[src/rtl/tmds_pkg.sv]
// Shared TMDS types, control-period symbols and popcount helper.
// Imported by tmds_encoder, the HDMI transmitter and the bench.
package tmds_pkg;

  typedef logic [9:0]        tmds_sym_t;
  typedef logic signed [4:0] tmds_bal_t;

  localparam tmds_sym_t TMDS_CTRL_00 = 10'b1101010100;
  localparam tmds_sym_t TMDS_CTRL_01 = 10'b0010101011;
  localparam tmds_sym_t TMDS_CTRL_10 = 10'b0101010100;
  localparam tmds_sym_t TMDS_CTRL_11 = 10'b1010101011;

  function automatic logic [3:0] popcount8(input logic [7:0] v);
    logic [3:0] n;
    n = 4'd0;
    for (int i = 0; i < 8; i++) n = n + {3'b000, v[i]};
    return n;
  endfunction

endpackage

[src/rtl/tmds_encoder.sv]
// Single-channel DVI TMDS 8b/10b encoder with running DC balance.
// Input register, transition-minimisation stage, balance stage, optional output register.
module tmds_encoder
  import tmds_pkg::*;
#(
  parameter bit OUT_REG = 1'b1
) (
  input  logic       clk_pix,
  input  logic       rst_pix,
  input  logic       de,
  input  logic [1:0] ctrl,
  input  logic [7:0] data,
  output logic [9:0] tmds
);

  logic       de_s0, de_s1;
  logic [1:0] ctrl_s0, ctrl_s1;
  logic [7:0] data_s0;
  logic [8:0] qm, qm_s1;
  logic [3:0] n1d;
  logic       use_xnor;
  logic [4:0] n1q, n0q;
  tmds_bal_t  diff, cnt, cnt_next;
  tmds_sym_t  sym_next, sym_s2;

  // Data is zeroed during blanking so an undriven bus never reaches the encoder.
  always_ff @(posedge clk_pix) begin
    if (rst_pix) begin
      de_s0   <= 1'b0;
      ctrl_s0 <= 2'b00;
      data_s0 <= 8'h00;
    end else begin
      de_s0   <= de;
      ctrl_s0 <= de ? 2'b00 : ctrl;
      data_s0 <= de ? data : 8'h00;
    end
  end

  always_comb begin
    n1d      = popcount8(data_s0);
    use_xnor = (n1d > 4'd4) || ((n1d == 4'd4) && !data_s0[0]);
    qm       = '0;
    qm[0]    = data_s0[0];
    for (int i = 1; i < 8; i++)
      qm[i] = use_xnor ? ~(qm[i-1] ^ data_s0[i]) : (qm[i-1] ^ data_s0[i]);
    qm[8] = ~use_xnor;
  end

  always_ff @(posedge clk_pix) begin
    if (rst_pix) begin
      qm_s1   <= '0;
      de_s1   <= 1'b0;
      ctrl_s1 <= 2'b00;
    end else begin
      qm_s1   <= qm;
      de_s1   <= de_s0;
      ctrl_s1 <= ctrl_s0;
    end
  end

  always_comb begin
    n1q      = {1'b0, popcount8(qm_s1[7:0])};
    n0q      = 5'd8 - n1q;
    diff     = $signed(n1q - n0q);
    cnt_next = cnt;
    sym_next = TMDS_CTRL_00;
    if (!de_s1) begin
      cnt_next = '0;
      case (ctrl_s1)
        2'b00:   sym_next = TMDS_CTRL_00;
        2'b01:   sym_next = TMDS_CTRL_01;
        2'b10:   sym_next = TMDS_CTRL_10;
        default: sym_next = TMDS_CTRL_11;
      endcase
    end else if ((cnt == 5'sd0) || (n1q == n0q)) begin
      sym_next = {~qm_s1[8], qm_s1[8], qm_s1[8] ? qm_s1[7:0] : ~qm_s1[7:0]};
      cnt_next = qm_s1[8] ? (cnt + diff) : (cnt - diff);
    end else if (((cnt > 5'sd0) && (n1q > n0q)) || ((cnt < 5'sd0) && (n0q > n1q))) begin
      sym_next = {1'b1, qm_s1[8], ~qm_s1[7:0]};
      cnt_next = cnt + (qm_s1[8] ? 5'sd2 : 5'sd0) - diff;
    end else begin
      sym_next = {1'b0, qm_s1[8], qm_s1[7:0]};
      cnt_next = cnt + diff - (qm_s1[8] ? 5'sd0 : 5'sd2);
    end
  end

  always_ff @(posedge clk_pix) begin
    if (rst_pix) begin
      sym_s2 <= TMDS_CTRL_00;
      cnt    <= '0;
    end else begin
      sym_s2 <= sym_next;
      cnt    <= cnt_next;
    end
  end

  generate
    if (OUT_REG) begin : g_out_reg
      logic [9:0] tmds_q;
      always_ff @(posedge clk_pix) begin
        if (rst_pix) tmds_q <= TMDS_CTRL_00;
        else         tmds_q <= sym_s2;
      end
      assign tmds = tmds_q;
    end else begin : g_no_out_reg
      assign tmds = sym_s2;
    end
  endgenerate

endmodule

[config.mk]
export PLATFORM = sky130hd
export DESIGN_NAME = tmds_encoder
export DESIGN_NICKNAME = d
export VERILOG_FILES = /design/src/rtl/tmds_pkg.sv /design/src/rtl/tmds_encoder.sv
export SDC_FILE = /design/constraint.sdc
export NUM_CORES = 1
export LEC_CHECK = 0
export BUFFER_PORTS_ARGS = -buffer_cell sky130_fd_sc_hd__buf_2
export CAP_MARGIN = 30
export CELL_PAD_IN_SITES_DETAIL_PLACEMENT = 1
export CELL_PAD_IN_SITES_GLOBAL_PLACEMENT = 1
export CORE_MARGIN = 2
export CORE_UTILIZATION = 30
export CTS_CLUSTER_DIAMETER = 100
export DETAILED_ROUTE_END_ITERATION = 12
export GPL_TIMING_DRIVEN = 0
export HOLD_SLACK_MARGIN = 0.02
export PLACE_DENSITY = 0.56
export SYNTH_ARGS = -nofsm -noshare
export SYNTH_HDL_FRONTEND = slang
export SYNTH_SLANG_ARGS = --single-unit
[constraint.sdc]
create_clock -name clk_pix -period 5 [get_ports clk_pix]
set_input_delay 0.5 -clock clk_pix [delete_from_list [all_inputs] [get_ports clk_pix]]
set_output_delay 0.5 -clock clk_pix [all_outputs]
set_load 0.01 [all_outputs]
==> impl_metrics.xml, run 1 <==
<?xml version="1.0" encoding="UTF-8"?>
<metrics>
  <group name="clock_tree">
    <metric name="worst_skew_pair.late_latency" unit="ns">0.30</metric>
    <metric name="cts_max_level" unit="">2</metric>
    <metric name="clock_sink_count" unit="">48</metric>
    <metric name="cts-root-buf" unit="">sky130_fd_sc_hd__clkbuf_8</metric>
    <metric name="cts-buffers-inserted" unit="">5</metric>
    <metric name="post_cts_hold_buffer_count" unit="">0</metric>
    <metric name="clkSlewWorstSetupHoldPaths" unit="ns">0.10</metric>
    <metric name="clock_tree_from_tritoncts" unit="">done</metric>
    <metric name="max-clock-path-buffers" unit="">2</metric>
  </group>
  <group name="drt">
    <metric name="postRouteWirelength" unit="mm">6.24</metric>
    <metric name="drcViolationCount" unit="">0</metric>
    <metric name="drt_pre_antenna_iters" unit="">4</metric>
    <metric name="drt_first_iter_violations" unit="">23</metric>
    <metric name="detailroute.via_count" unit="">2073</metric>
    <metric name="routedWlPerCell" unit="um">13.3</metric>
    <metric name="route.antenna.remaining_nets" unit="">0</metric>
    <metric name="vias_per_cell" unit="">4.43</metric>
  </group>
  <group name="critical_path">
    <metric name="worstPathRequired" unit="ns">5.22</metric>
    <metric name="worstSetupPathType" unit="">reg -&gt; reg</metric>
    <metric name="cp.arrival" unit="ns">5.20</metric>
    <metric name="endpoint_kind" unit="">flop</metric>
    <metric name="crit_fanout" unit="">4</metric>
    <metric name="setup.worst_path.start_class" unit="">flop</metric>
    <metric name="critical_path.startpoint" unit="">qm_s1[3]$_SDFF_PP0_</metric>
    <metric name="r2r-start" unit="">qm_s1[3]$_SDFF_PP0_</metric>
  </group>
  <group name="logic_synthesis">
    <metric name="yosys.area_share.xor_xnor" unit="%">8.77</metric>
    <metric name="yosys.cell_types.count" unit="">54</metric>
    <metric name="post_synth_instance_area" unit="um2">2870</metric>
    <metric name="yosys.area_share.adder" unit="%">18.8</metric>
    <metric name="synth_ff_type" unit="">sky130_fd_sc_hd__dfxtp_1</metric>
    <metric name="synth_top_family_by_area" unit="">simple AND/OR/NAND/NOR gates</metric>
    <metric name="post_synth_inst_count" unit="">301</metric>
    <metric name="synth.net_count" unit="">350</metric>
    <metric name="synth_edf_count" unit="">0</metric>
    <metric name="fraction_of_the_mapped_netlist_area_in_compound_gates" unit="%">11.1</metric>
    <metric name="synthesis.yosys.warnings" unit="">0</metric>
    <metric name="asyncSetResetFlopFracSynth" unit="%">0</metric>
    <metric name="synth.mux.area_fraction" unit="%">0.698</metric>
    <metric name="synth_simple_gate_area_share" unit="%">20.0</metric>
    <metric name="synth-seq-area-share" unit="%">33.5</metric>
    <metric name="syn_area_per_cell" unit="um2">9.53</metric>
    <metric name="synth_seq_cells" unit="">48</metric>
  </group>
  <group name="floorplanning">
    <metric name="core_region_area" unit="um2">9240</metric>
    <metric name="chipHeight" unit="um">102</metric>
    <metric name="rows" unit="">35</metric>
    <metric name="initial_core_util" unit="%">31.0</metric>
    <metric name="die_width" unit="um">102</metric>
    <metric name="dieArea" unit="um2">10400</metric>
    <metric name="num_io_pins" unit="">23</metric>
  </group>
  <group name="power">
    <metric name="worst_vdd_drop" unit="mV">0.205</metric>
    <metric name="p_total" unit="W">0.00201</metric>
    <metric name="cellPowerDensity" unit="nW/um2">580</metric>
    <metric name="static-leakage-power" unit="nW">1.45</metric>
  </group>
  <group name="finish">
    <metric name="instances_no_fill" unit="">468</metric>
    <metric name="layout.cells.most_common" unit="">sky130_fd_sc_hd__dfxtp_1</metric>
    <metric name="fillCellCount" unit="">1068</metric>
    <metric name="fraction_of_layout_instances_using_a_drive_strength_above_1" unit="%">24.5</metric>
    <metric name="areaGrowthSynthToFinish" unit="%">21.1</metric>
    <metric name="insertedDiodeCount" unit="">0</metric>
    <metric name="finalNetCount" unit="">388</metric>
    <metric name="most-common-layout-cells" unit="">sky130_fd_sc_hd__dfxtp_1 (46), sky130_fd_sc_hd__inv_1 (35), sky130_fd_sc_hd__buf_2 (24)</metric>
  </group>
  <group name="placed_design">
    <metric name="place.port_buffers" unit="">22</metric>
    <metric name="dp_hpwl" unit="mm">4.77</metric>
    <metric name="gp_routability_congestion" unit="">0.779</metric>
    <metric name="placedCellCount" unit="">452</metric>
  </group>
  <group name="hold_path">
    <metric name="timing.hold.worst.class" unit="">in -&gt; reg</metric>
    <metric name="holdCritStartpoint" unit="">de</metric>
  </group>
  <group name="timing">
    <metric name="timing.fmax" unit="MHz">201</metric>
    <metric name="timing.max_slew.rel_slack" unit="%">60.0</metric>
    <metric name="setup_repair_after_global_routing_missed_its_margin" unit="">true</metric>
    <metric name="clock-skew-final" unit="ns">0.00999</metric>
    <metric name="min_period_over_period" unit="%">99.6</metric>
    <metric name="report.final.slew_viol_count" unit="">0</metric>
    <metric name="hold_violations" unit="">0</metric>
    <metric name="finalSetupViolCount" unit="">0</metric>
    <metric name="timing_worst_slew_pin_value" unit="ns">0.599</metric>
    <metric name="fin_crit" unit="ns">4.98</metric>
  </group>
  <group name="grt">
    <metric name="grt_start_max_net_pins" unit="">15</metric>
    <metric name="antenna_found_initial" unit="">0</metric>
    <metric name="grt_first_pass_wirelength" unit="mm">10.1</metric>
    <metric name="global_route.overflow_total" unit="">0</metric>
    <metric name="first_global_vias" unit="">2092</metric>
    <metric name="grt.total_usage" unit="%">12.7</metric>
  </group>
  <group name="flow_run">
    <metric name="max_cap_viols" unit="">0</metric>
  </group>
  <group name="status">
    <metric name="status" unit="">finished, final reports clean</metric>
  </group>
</metrics>
## registers in the layout, indices dropped and copies added (netlist names)
name and flops:
cnt 5, ctrl_s0 2, de_s1 1, data_s0 8, sym_s2 10, qm_s1 9
ctrl_s1 2, de_s0 1, tmds 10
## logic make-up (layout without fill, tap and decap cells)
group                      Yosys count  count (layout)
buffers and inverters               49              87
DFF                                 48              48
xor gates and xnor gates            25              25
AOI/OAI and AO/OA                   42              42
and+or+nand+nor                     99              99
adders and majority gates           36              36
muxes                                2               2
## final timing paths
path / depth (start not counted) / slack (ns) / end
worst max-delay path: 22 / 0.02 / cnt[4]$_SDFF_PP0_
worst min register to register: 1 / 0.42 / tmds[8]$_SDFF_PP1_
worst min-delay path: 2 / 0.38 / ctrl_s0[0]$_SDFF_PP0_
worst max register to register: 22 / 0.02 / cnt[4]$_SDFF_PP0_
## synthesized netlist by cell type, types with 2 or more instances
library cell | count | area share, %
sky130_fd_sc_hd__dfxtp_1 | 48 | 34
sky130_fd_sc_hd__inv_1 | 37 | 4.8
sky130_fd_sc_hd__ha_1 | 24 | 10
sky130_fd_sc_hd__nor2_1 | 22 | 2.9
sky130_fd_sc_hd__nor2b_1 | 16 | 3.5
sky130_fd_sc_hd__xnor2_1 | 16 | 4.9
sky130_fd_sc_hd__a21oi_1 | 14 | 2.4
sky130_fd_sc_hd__fa_1 | 12 | 8.4
sky130_fd_sc_hd__nor3_1 | 9 | 1.6
sky130_fd_sc_hd__and2_1 | 8 | 1.7
sky130_fd_sc_hd__nand2_1 | 8 | 1.0
sky130_fd_sc_hd__xor2_1 | 7 | 2.1
sky130_fd_sc_hd__clkbuf_1 | 6 | 0.79
sky130_fd_sc_hd__nand3_1 | 6 | 1.0
sky130_fd_sc_hd__or2_2 | 6 | 1.3
sky130_fd_sc_hd__and4_1 | 5 | 1.5
sky130_fd_sc_hd__nor3b_1 | 4 | 1.0
sky130_fd_sc_hd__o21ai_0 | 4 | 0.70
sky130_fd_sc_hd__a21o_1 | 3 | 0.79
sky130_fd_sc_hd__buf_2 | 3 | 0.52
sky130_fd_sc_hd__o21ai_1 | 3 | 0.52
sky130_fd_sc_hd__a221oi_2 | 2 | 1.0
sky130_fd_sc_hd__a311o_1 | 2 | 0.70
sky130_fd_sc_hd__and3_1 | 2 | 0.44
sky130_fd_sc_hd__buf_6 | 2 | 0.79
sky130_fd_sc_hd__mux2i_1 | 2 | 0.70
sky130_fd_sc_hd__nand2b_1 | 2 | 0.44
sky130_fd_sc_hd__nand4_1 | 2 | 0.44
## worst max-delay path: stages, from the launching register on
cell                      delay, ns
sky130_fd_sc_hd__dfxtp_2       0.34
sky130_fd_sc_hd__inv_2         0.04
sky130_fd_sc_hd__fa_1          0.56
sky130_fd_sc_hd__fa_1          0.44
sky130_fd_sc_hd__fa_1          0.51
sky130_fd_sc_hd__inv_2         0.05
sky130_fd_sc_hd__ha_4          0.15
sky130_fd_sc_hd__fa_2          0.38
sky130_fd_sc_hd__xor2_4        0.21
sky130_fd_sc_hd__nor3_2        0.11
sky130_fd_sc_hd__ha_1          0.26
sky130_fd_sc_hd__buf_6         0.14
sky130_fd_sc_hd__nor2b_4       0.12
sky130_fd_sc_hd__a32oi_4       0.07
sky130_fd_sc_hd__xnor2_2       0.18
sky130_fd_sc_hd__buf_4         0.15
sky130_fd_sc_hd__ha_4          0.30
sky130_fd_sc_hd__xor2_4        0.19
sky130_fd_sc_hd__nand3_2       0.10
sky130_fd_sc_hd__xor2_1        0.16
sky130_fd_sc_hd__xnor2_1       0.14
sky130_fd_sc_hd__and3_1        0.16
sky130_fd_sc_hd__nor4_1        0.15
## stage by stage
stage	utilization (%)	instance area [um2]	worst slack [ns]	setup TNS, ns	hold slack (ns)
6_report	37.6	3470	0.0176	0	0.382
5_1_grt	37.6	3470	-0.181	-0.353	0.371
4_1_cts	37.0	3410	-0.0329	-0.0569	0.372
3_5_place_dp	34.1	3150	-0.431	-0.851	0.395
3_3_place_gp	34.1	3150	-0.365	-0.721	0.392
2_1_floorplan	-	2880	0.0140	0	0.389
## repair_timing
action                     CTS  global route
buffers inserted             7             2
setup endpoints to repair    2            12
pin swaps                   15             7
resized for setup           19             6
## final cells by class
| class | count | area [um2] | share of cell area, % |
|---|---|---|---|
| Multi-Input combinational cell | 204 | 1830 | 52.8 |
| Tap cell | 129 | 161 | 4.65 |
| Clock buffer | 5 | 68.8 | 1.98 |
| Sequential cell | 48 | 963 | 27.7 |
| Clock inverter | 2 | 60.1 | 1.73 |
| Buffer | 11 | 66.3 | 1.91 |
| Timing Repair Buffer | 31 | 178 | 5.12 |
| Inverter | 38 | 143 | 4.11 |
## layer usage
metal,share of wire (%),up-vias,track usage [%]
met5,0,-,0
met4,0.85,0,3.33
met3,2.7,6,2.97
met2,50,28,22.7
met1,46,978,15.4
li1,-,1061,-
## report_power, final
part	internal, W	total (W)	switching, W
logic	0.000580	0.00126	0.000682
clock network	0.000197	0.000330	0.000133
registers	0.000406	0.000423	0.0000174
Note: power is estimated with default switching activity, not from simulation.
==> run 2: changes to the inputs <==
--- a/config.mk
+++ b/config.mk
@@ -14,8 +14,8 @@
 export CTS_CLUSTER_DIAMETER = 100
 export DETAILED_ROUTE_END_ITERATION = 12
 export GPL_TIMING_DRIVEN = 0
-export HOLD_SLACK_MARGIN = 0.02
 export PLACE_DENSITY = 0.56
+export SKIP_LAST_GASP = 1
 export SYNTH_ARGS = -nofsm -noshare
 export SYNTH_HDL_FRONTEND = slang
 export SYNTH_SLANG_ARGS = --single-unit
==> constraint.sdc (replaced) <==
create_clock -name clk_pix -period 4 [get_ports clk_pix]
set_input_delay 0.4 -clock clk_pix [delete_from_list [all_inputs] [get_ports clk_pix]]
set_output_delay 0.4 -clock clk_pix [all_outputs]
set_load 0.01 [all_outputs]
==> run 2 against run 1 <==
The flow now finishes with violations (negative setup slack). First-iteration DRC count up 130%. Via count is 14% higher. Sequential share of layout area is 2.8 points lower. Fmax shrank 0.95%. Hold slack got worse by 0.10 ns.
==> impl_metrics.xml, run 2 (synthesis gave the netlist of run 1 again) <==
<?xml version="1.0" encoding="UTF-8"?>
<metrics>
  <group name="timing">
    <metric name="fin_worst_hold_slack" unit="ns">0.279</metric>
    <metric name="min_period_over_period" unit="%">126</metric>
    <metric name="report.final.slew_viol_count" unit="">0</metric>
    <metric name="timing.fmax" unit="MHz">199</metric>
    <metric name="timing_worst_slew_pin_value" unit="ns">0.613</metric>
    <metric name="tns" unit="ns">-11.77</metric>
    <metric name="setup_repair_after_global_routing_missed_its_margin" unit="">true</metric>
    <metric name="setup_ws" unit="ns">-1.03</metric>
    <metric name="clock-skew-final" unit="ns">0.0120</metric>
    <metric name="finalSetupViolCount" unit="">13</metric>
    <metric name="timing.max_slew.rel_slack" unit="%">59.2</metric>
    <metric name="hold_violations" unit="">0</metric>
    <metric name="fin_crit" unit="ns">5.03</metric>
  </group>
  <group name="drt">
    <metric name="vias_per_cell" unit="">4.61</metric>
    <metric name="route.antenna.remaining_nets" unit="">0</metric>
    <metric name="postRouteWirelength" unit="mm">7.56</metric>
    <metric name="routedWlPerCell" unit="um">14.8</metric>
    <metric name="drcViolationCount" unit="">0</metric>
    <metric name="detailroute.via_count" unit="">2353</metric>
    <metric name="drt_first_iter_violations" unit="">54</metric>
    <metric name="drt_pre_antenna_iters" unit="">4</metric>
  </group>
  <group name="placed_design">
    <metric name="placedCellCount" unit="">452</metric>
    <metric name="place.port_buffers" unit="">22</metric>
    <metric name="dp_hpwl" unit="mm">4.78</metric>
    <metric name="gp_routability_congestion" unit="">0.770</metric>
  </group>
  <group name="floorplanning">
    <metric name="chipHeight" unit="um">102</metric>
    <metric name="num_io_pins" unit="">23</metric>
    <metric name="rows" unit="">35</metric>
    <metric name="dieArea" unit="um2">10400</metric>
    <metric name="core_region_area" unit="um2">9240</metric>
    <metric name="die_width" unit="um">102</metric>
    <metric name="initial_core_util" unit="%">31.0</metric>
  </group>
  <group name="hold_path">
    <metric name="timing.hold.worst.class" unit="">in -&gt; reg</metric>
    <metric name="hold_depth" unit="">2</metric>
    <metric name="holdCritStartpoint" unit="">de</metric>
  </group>
  <group name="power">
    <metric name="combPwrFrac" unit="%">69.1</metric>
    <metric name="worst_vdd_drop" unit="mV">0.273</metric>
    <metric name="total_switching_power" unit="W">0.00116</metric>
    <metric name="power_switching_share" unit="%">42.5</metric>
    <metric name="internal-power" unit="W">0.00157</metric>
    <metric name="power.sequential.fraction" unit="%">19.5</metric>
    <metric name="cellPowerDensity" unit="nW/um2">705</metric>
    <metric name="static-leakage-power" unit="nW">1.64</metric>
    <metric name="power_share_of_the_clock_group" unit="%">11.4</metric>
  </group>
  <group name="grt">
    <metric name="grt_start_max_net_pins" unit="">16</metric>
    <metric name="global_route.usage.met2" unit="%">28.5</metric>
    <metric name="grt.total_usage" unit="%">15.8</metric>
    <metric name="first_global_vias" unit="">2520</metric>
    <metric name="antenna_found_initial" unit="">0</metric>
    <metric name="grt_first_pass_wirelength" unit="mm">12.7</metric>
    <metric name="grt_util_met1" unit="%">18.4</metric>
    <metric name="groute.layer.met3.usage" unit="%">2.97</metric>
    <metric name="global_route.overflow_total" unit="">0</metric>
    <metric name="grt.busiest_layer" unit="">met2</metric>
  </group>
  <group name="clock_tree">
    <metric name="cts_max_level" unit="">2</metric>
    <metric name="clock_tree_from_tritoncts" unit="">done</metric>
    <metric name="clkSlewWorstSetupHoldPaths" unit="ns">0.10</metric>
    <metric name="clock_sink_count" unit="">48</metric>
    <metric name="worst_skew_pair.late_latency" unit="ns">0.31</metric>
    <metric name="max-clock-path-buffers" unit="">2</metric>
    <metric name="cts-buffers-inserted" unit="">5</metric>
    <metric name="cts-root-buf" unit="">sky130_fd_sc_hd__clkbuf_8</metric>
  </group>
  <group name="finish">
    <metric name="fillCellCount" unit="">1046</metric>
    <metric name="finalNetCount" unit="">429</metric>
    <metric name="instances_no_fill" unit="">510</metric>
    <metric name="insertedDiodeCount" unit="">0</metric>
    <metric name="fraction_of_layout_instances_using_a_drive_strength_above_1" unit="%">36.5</metric>
    <metric name="areaGrowthSynthToFinish" unit="%">34.7</metric>
    <metric name="seq_area" unit="um2">965</metric>
    <metric name="area_of_the_multi_input_gates" unit="um2">1920</metric>
    <metric name="most-common-layout-cells" unit="">sky130_fd_sc_hd__dfxtp_1 (45), sky130_fd_sc_hd__buf_4 (45), sky130_fd_sc_hd__inv_1 (34)</metric>
  </group>
  <group name="critical_path">
    <metric name="crit_fanout" unit="">6</metric>
    <metric name="last_element_of_the_critical_path" unit="">cnt[4]$_SDFF_PP0_</metric>
    <metric name="worstReg2RegEnd" unit="">cnt[4]$_SDFF_PP0_</metric>
    <metric name="critical_path.startpoint" unit="">qm_s1[1]$_SDFF_PP0_</metric>
    <metric name="r2r-start" unit="">qm_s1[1]$_SDFF_PP0_</metric>
    <metric name="worstPathRequired" unit="ns">4.22</metric>
    <metric name="cp.arrival" unit="ns">5.25</metric>
    <metric name="setup.worst_path.start_class" unit="">flop</metric>
    <metric name="worstSetupPathType" unit="">reg -&gt; reg</metric>
    <metric name="reg2reg_setup_slack" unit="ns">-1.03</metric>
    <metric name="endpoint_kind" unit="">flop</metric>
    <metric name="r2r_cells" unit="">22</metric>
  </group>
  <group name="status">
    <metric name="violated_checks" unit="">negative setup slack</metric>
    <metric name="status" unit="">finished with violations</metric>
  </group>
  <group name="flow_run">
    <metric name="max_cap_viols" unit="">0</metric>
  </group>
</metrics>
## run 2: cell count changes in the layout (fill, tap and decap cells not counted), sizes merged
cell / before / now
bufinv: 2 / 0
buf: 36 / 77
clkbuf: 11 / 12
clkinvlp: 0 / 2
## run 2: critical path, cell delays in order (launching register included)
cell and delay (ns):
sky130_fd_sc_hd__dfxtp_2 0.36, sky130_fd_sc_hd__inv_2 0.05, sky130_fd_sc_hd__fa_1 0.58, sky130_fd_sc_hd__fa_1 0.45
sky130_fd_sc_hd__fa_1 0.51, sky130_fd_sc_hd__inv_2 0.05, sky130_fd_sc_hd__ha_4 0.15, sky130_fd_sc_hd__buf_4 0.13
sky130_fd_sc_hd__a21o_1 0.26, sky130_fd_sc_hd__and2_4 0.24, sky130_fd_sc_hd__ha_1 0.29, sky130_fd_sc_hd__buf_6 0.12
sky130_fd_sc_hd__nor2b_4 0.04, sky130_fd_sc_hd__a32oi_4 0.22, sky130_fd_sc_hd__xnor2_2 0.14, sky130_fd_sc_hd__buf_4 0.16
sky130_fd_sc_hd__ha_4 0.30, sky130_fd_sc_hd__xor2_4 0.19, sky130_fd_sc_hd__nand3_2 0.09, sky130_fd_sc_hd__xor2_1 0.15
sky130_fd_sc_hd__xnor2_1 0.13, sky130_fd_sc_hd__and3_1 0.18, sky130_fd_sc_hd__nor4_1 0.16
## run 2: per-layer routing
metal / part of all wire [%] / wire (um)
met1: 42 / 3170
met2: 52 / 3930
met3: 2.7 / 206
met4: 3.3 / 251
met5: 0 / 0
## run 2: layout make-up
class | count | share of cell area [%]
Multi-Input combinational cell | 204 | 49.6
Timing Repair Buffer | 72 | 13.1
Inverter | 38 | 3.76
Buffer | 11 | 1.88
Clock inverter | 2 | 0.389
Tap cell | 129 | 4.18
Sequential cell | 48 | 25.0
Clock buffer | 6 | 2.14
## run 2: per-stage QoR
step / worst slack, ns / util [%] / power, W / area (um2)
final: -1.03 / 41.8 / 0.00273 / 3860
after global routing: -1.25 / 41.8 / 0.00295 / 3860
after CTS: -0.991 / 40.8 / 0.00253 / 3770
after detailed placement: -1.22 / 34.6 / 0.00185 / 3200
after global placement: -1.19 / 34.6 / 0.00182 / 3200
after floorplan: -0.854 / - / 0.00159 / 2930
## run 2: worst min path at each step
stage | end | slack [ns]
after detailed placement | tmds[8]$_SDFF_PP1_ | 0.40
after CTS | ctrl_s0[0]$_SDFF_PP0_ | 0.27
after global routing | ctrl_s0[1]$_SDFF_PP0_ | 0.27
after floorplan | tmds[2]$_SDFF_PP1_ | 0.39
after global placement | tmds[9]$_SDFF_PP1_ | 0.39
final | ctrl_s0[0]$_SDFF_PP0_ | 0.28
## run 2: power by group through the flow
stage,Clock [W],Combinational [W],Sequential [W]
floorplan,0,0.00105,0.000534
global placement,0,0.00128,0.000540
detailed placement,0,0.00131,0.000540
CTS,0.000321,0.00168,0.000529
global route,0.000346,0.00207,0.000535
finish,0.000312,0.00188,0.000531
## run 2: what timing repair did
item | 4_1_cts | 5_1_grt
gates resized for setup | 20 | 22
cloned | 1 | 0
setup endpoints to repair | 13 | 13
pin swaps | 13 | 19
buffers inserted | 48 | 7
hold buffers | 0 | 0
==> run 3: changes to the inputs <==
--- a/config.mk
+++ b/config.mk
@@ -15,6 +15,7 @@
 export DETAILED_ROUTE_END_ITERATION = 12
 export GPL_TIMING_DRIVEN = 0
 export PLACE_DENSITY = 0.56
+export RECOVER_POWER = 25
 export SKIP_LAST_GASP = 1
 export SYNTH_ARGS = -nofsm -noshare
 export SYNTH_HDL_FRONTEND = slang
==> run 3 against run 2 <==
The flow still finishes with violations (negative setup slack). Routed wire length down 0.12%. Final cell count unchanged. Hold slack about the same. Critical path depth unchanged. Core utilization about the same. Via count down 0.42%. Non-clock buffer count unchanged. Global-route usage unchanged. Critical path type unchanged. Highest routed layer unchanged.
==> impl_metrics.xml, run 3 (synthesis gave the netlist of run 1 again) <==
<?xml version="1.0" encoding="UTF-8"?>
<metrics>
  <group name="grt">
    <metric name="global_route.overflow_total" unit="">0</metric>
    <metric name="grt_first_pass_wirelength" unit="mm">12.7</metric>
    <metric name="first_global_vias" unit="">2520</metric>
    <metric name="grt.total_usage" unit="%">15.8</metric>
    <metric name="antenna_found_initial" unit="">0</metric>
    <metric name="grt_start_max_net_pins" unit="">16</metric>
  </group>
  <group name="power">
    <metric name="cellPowerDensity" unit="nW/um2">706</metric>
    <metric name="worst_vdd_drop" unit="mV">0.273</metric>
    <metric name="static-leakage-power" unit="nW">1.64</metric>
    <metric name="p_total" unit="W">0.00273</metric>
  </group>
  <group name="timing">
    <metric name="timing_worst_slew_pin_value" unit="ns">0.613</metric>
    <metric name="hold_violations" unit="">0</metric>
    <metric name="finalSetupViolCount" unit="">13</metric>
    <metric name="clock-skew-final" unit="ns">0.0120</metric>
    <metric name="tns" unit="ns">-11.69</metric>
    <metric name="fin_worst_hold_slack" unit="ns">0.279</metric>
    <metric name="min_period_over_period" unit="%">126</metric>
    <metric name="timing.fmax" unit="MHz">199</metric>
    <metric name="setup_repair_after_global_routing_missed_its_margin" unit="">true</metric>
    <metric name="setup_ws" unit="ns">-1.02</metric>
    <metric name="report.final.slew_viol_count" unit="">0</metric>
    <metric name="timing.max_slew.rel_slack" unit="%">59.2</metric>
    <metric name="fin_crit" unit="ns">5.02</metric>
  </group>
  <group name="drt">
    <metric name="drt_first_iter_violations" unit="">51</metric>
    <metric name="drt_pre_antenna_iters" unit="">4</metric>
    <metric name="postRouteWirelength" unit="mm">7.55</metric>
    <metric name="routedWlPerCell" unit="um">14.8</metric>
    <metric name="detailroute.via_count" unit="">2343</metric>
    <metric name="route.antenna.remaining_nets" unit="">0</metric>
    <metric name="drcViolationCount" unit="">0</metric>
    <metric name="vias_per_cell" unit="">4.59</metric>
  </group>
  <group name="placed_design">
    <metric name="place.port_buffers" unit="">22</metric>
    <metric name="gp_routability_congestion" unit="">0.770</metric>
    <metric name="place_area" unit="um2">3200</metric>
    <metric name="placedCellCount" unit="">452</metric>
    <metric name="dp_hpwl" unit="mm">4.78</metric>
  </group>
  <group name="critical_path">
    <metric name="setup.worst_path.start_class" unit="">flop</metric>
    <metric name="endpoint_kind" unit="">flop</metric>
    <metric name="worstPathRequired" unit="ns">4.22</metric>
    <metric name="r2r_cells" unit="">22</metric>
    <metric name="crit_fanout" unit="">6</metric>
    <metric name="worstSetupPathType" unit="">reg -&gt; reg</metric>
    <metric name="cp.arrival" unit="ns">5.25</metric>
  </group>
  <group name="floorplanning">
    <metric name="dieArea" unit="um2">10400</metric>
    <metric name="chipHeight" unit="um">102</metric>
    <metric name="num_io_pins" unit="">23</metric>
    <metric name="core_region_area" unit="um2">9240</metric>
    <metric name="rows" unit="">35</metric>
    <metric name="die_width" unit="um">102</metric>
    <metric name="initial_core_util" unit="%">31.0</metric>
  </group>
  <group name="clock_tree">
    <metric name="cts_max_level" unit="">2</metric>
    <metric name="clkSlewWorstSetupHoldPaths" unit="ns">0.10</metric>
    <metric name="clock_sink_count" unit="">48</metric>
    <metric name="clock_tree_from_tritoncts" unit="">done</metric>
    <metric name="worst_skew_pair.late_latency" unit="ns">0.31</metric>
    <metric name="post_cts_hold_buffer_count" unit="">0</metric>
    <metric name="cts-buffers-inserted" unit="">5</metric>
    <metric name="cts-root-buf" unit="">sky130_fd_sc_hd__clkbuf_8</metric>
    <metric name="max-clock-path-buffers" unit="">2</metric>
  </group>
  <group name="hold_path">
    <metric name="timing.hold.worst.class" unit="">in -&gt; reg</metric>
    <metric name="hold_depth" unit="">2</metric>
  </group>
  <group name="status">
    <metric name="status" unit="">finished with violations</metric>
    <metric name="violated_checks" unit="">negative setup slack</metric>
  </group>
  <group name="finish">
    <metric name="instances_no_fill" unit="">510</metric>
    <metric name="finalNetCount" unit="">429</metric>
    <metric name="fraction_of_layout_instances_using_a_drive_strength_above_1" unit="%">36.2</metric>
    <metric name="most-common-layout-cells" unit="">sky130_fd_sc_hd__dfxtp_1 (45), sky130_fd_sc_hd__buf_4 (45), sky130_fd_sc_hd__inv_1 (34)</metric>
    <metric name="insertedDiodeCount" unit="">0</metric>
    <metric name="areaGrowthSynthToFinish" unit="%">34.7</metric>
    <metric name="final_instance_area" unit="um2">3860</metric>
  </group>
  <group name="flow_run">
    <metric name="max_cap_viols" unit="">0</metric>
  </group>
</metrics>
[run 3: worst max-delay path, stage by stage (launching register included)]
cell and delay (ns):
sky130_fd_sc_hd__dfxtp_2 0.35, sky130_fd_sc_hd__inv_2 0.05, sky130_fd_sc_hd__fa_1 0.58, sky130_fd_sc_hd__fa_1 0.45
sky130_fd_sc_hd__fa_1 0.51, sky130_fd_sc_hd__inv_2 0.05, sky130_fd_sc_hd__ha_4 0.15, sky130_fd_sc_hd__buf_4 0.13
sky130_fd_sc_hd__a21o_1 0.26, sky130_fd_sc_hd__and2_4 0.24, sky130_fd_sc_hd__ha_1 0.29, sky130_fd_sc_hd__buf_6 0.12
sky130_fd_sc_hd__nor2b_4 0.04, sky130_fd_sc_hd__a32oi_4 0.22, sky130_fd_sc_hd__xnor2_2 0.14, sky130_fd_sc_hd__buf_4 0.16
sky130_fd_sc_hd__ha_4 0.30, sky130_fd_sc_hd__xor2_4 0.19, sky130_fd_sc_hd__nand3_2 0.09, sky130_fd_sc_hd__xor2_1 0.15
sky130_fd_sc_hd__xnor2_1 0.13, sky130_fd_sc_hd__and3_1 0.18, sky130_fd_sc_hd__nor4_1 0.16
[run 3: area by class of cell]
type / count / area, um2
clock inverters: 2 / 15.0
clock buffers: 6 / 82.6
flip-flops and latches: 48 / 965
inverters: 38 / 145
well taps: 129 / 161
fillers: 1046 / 5380
plain buffers: 11 / 72.6
repair buffers: 72 / 503
multi-input cells: 204 / 1920
[run 3: repair_timing]
action,in CTS,in global routing
setup endpoints to repair,13,13
pin swaps,13,19
resized for setup,20,22
setup buffers,48,7
gates cloned,1,0
[run 3: path summary, 6_finish.rpt]
path                                           start               endpoint  slack (ns)
worst max-delay path             qm_s1[1]$_SDFF_PP0_      cnt[4]$_SDFF_PP0_       -1.02
worst min-delay path                              de  ctrl_s0[0]$_SDFF_PP0_        0.28
worst max register to register   qm_s1[1]$_SDFF_PP0_      cnt[4]$_SDFF_PP0_       -1.02
worst min register to register  sym_s2[8]$_SDFF_PP1_     tmds[8]$_SDFF_PP1_        0.41
[run 3: power breakdown]
group | internal, W | switching [W]
Combinational | 0.000921 | 0.000962
Sequential | 0.000508 | 0.0000238
Clock | 0.000140 | 0.000172
Total | 0.00157 | 0.00116
[run 3: stage by stage]
| step | setup WS, ns | util, % |
|---|---|---|
| floorplan | -0.854 | - |
| global placement | -1.19 | 34.6 |
| detailed placement | -1.22 | 34.6 |
| CTS | -0.991 | 40.8 |
| global route | -1.25 | 41.8 |
| finish | -1.02 | 41.8 |
[run 3: layer usage]
| metal | vias to the layer above | global-route usage [%] | share of wire, % |
|---|---|---|---|
| li1 | 1144 | - | - |
| met1 | 1132 | 18.4 | 42 |
| met2 | 44 | 28.5 | 52 |
| met3 | 23 | 2.97 | 2.6 |
| met4 | 0 | 6.55 | 3.7 |
| met5 | - | 0 | 0 |
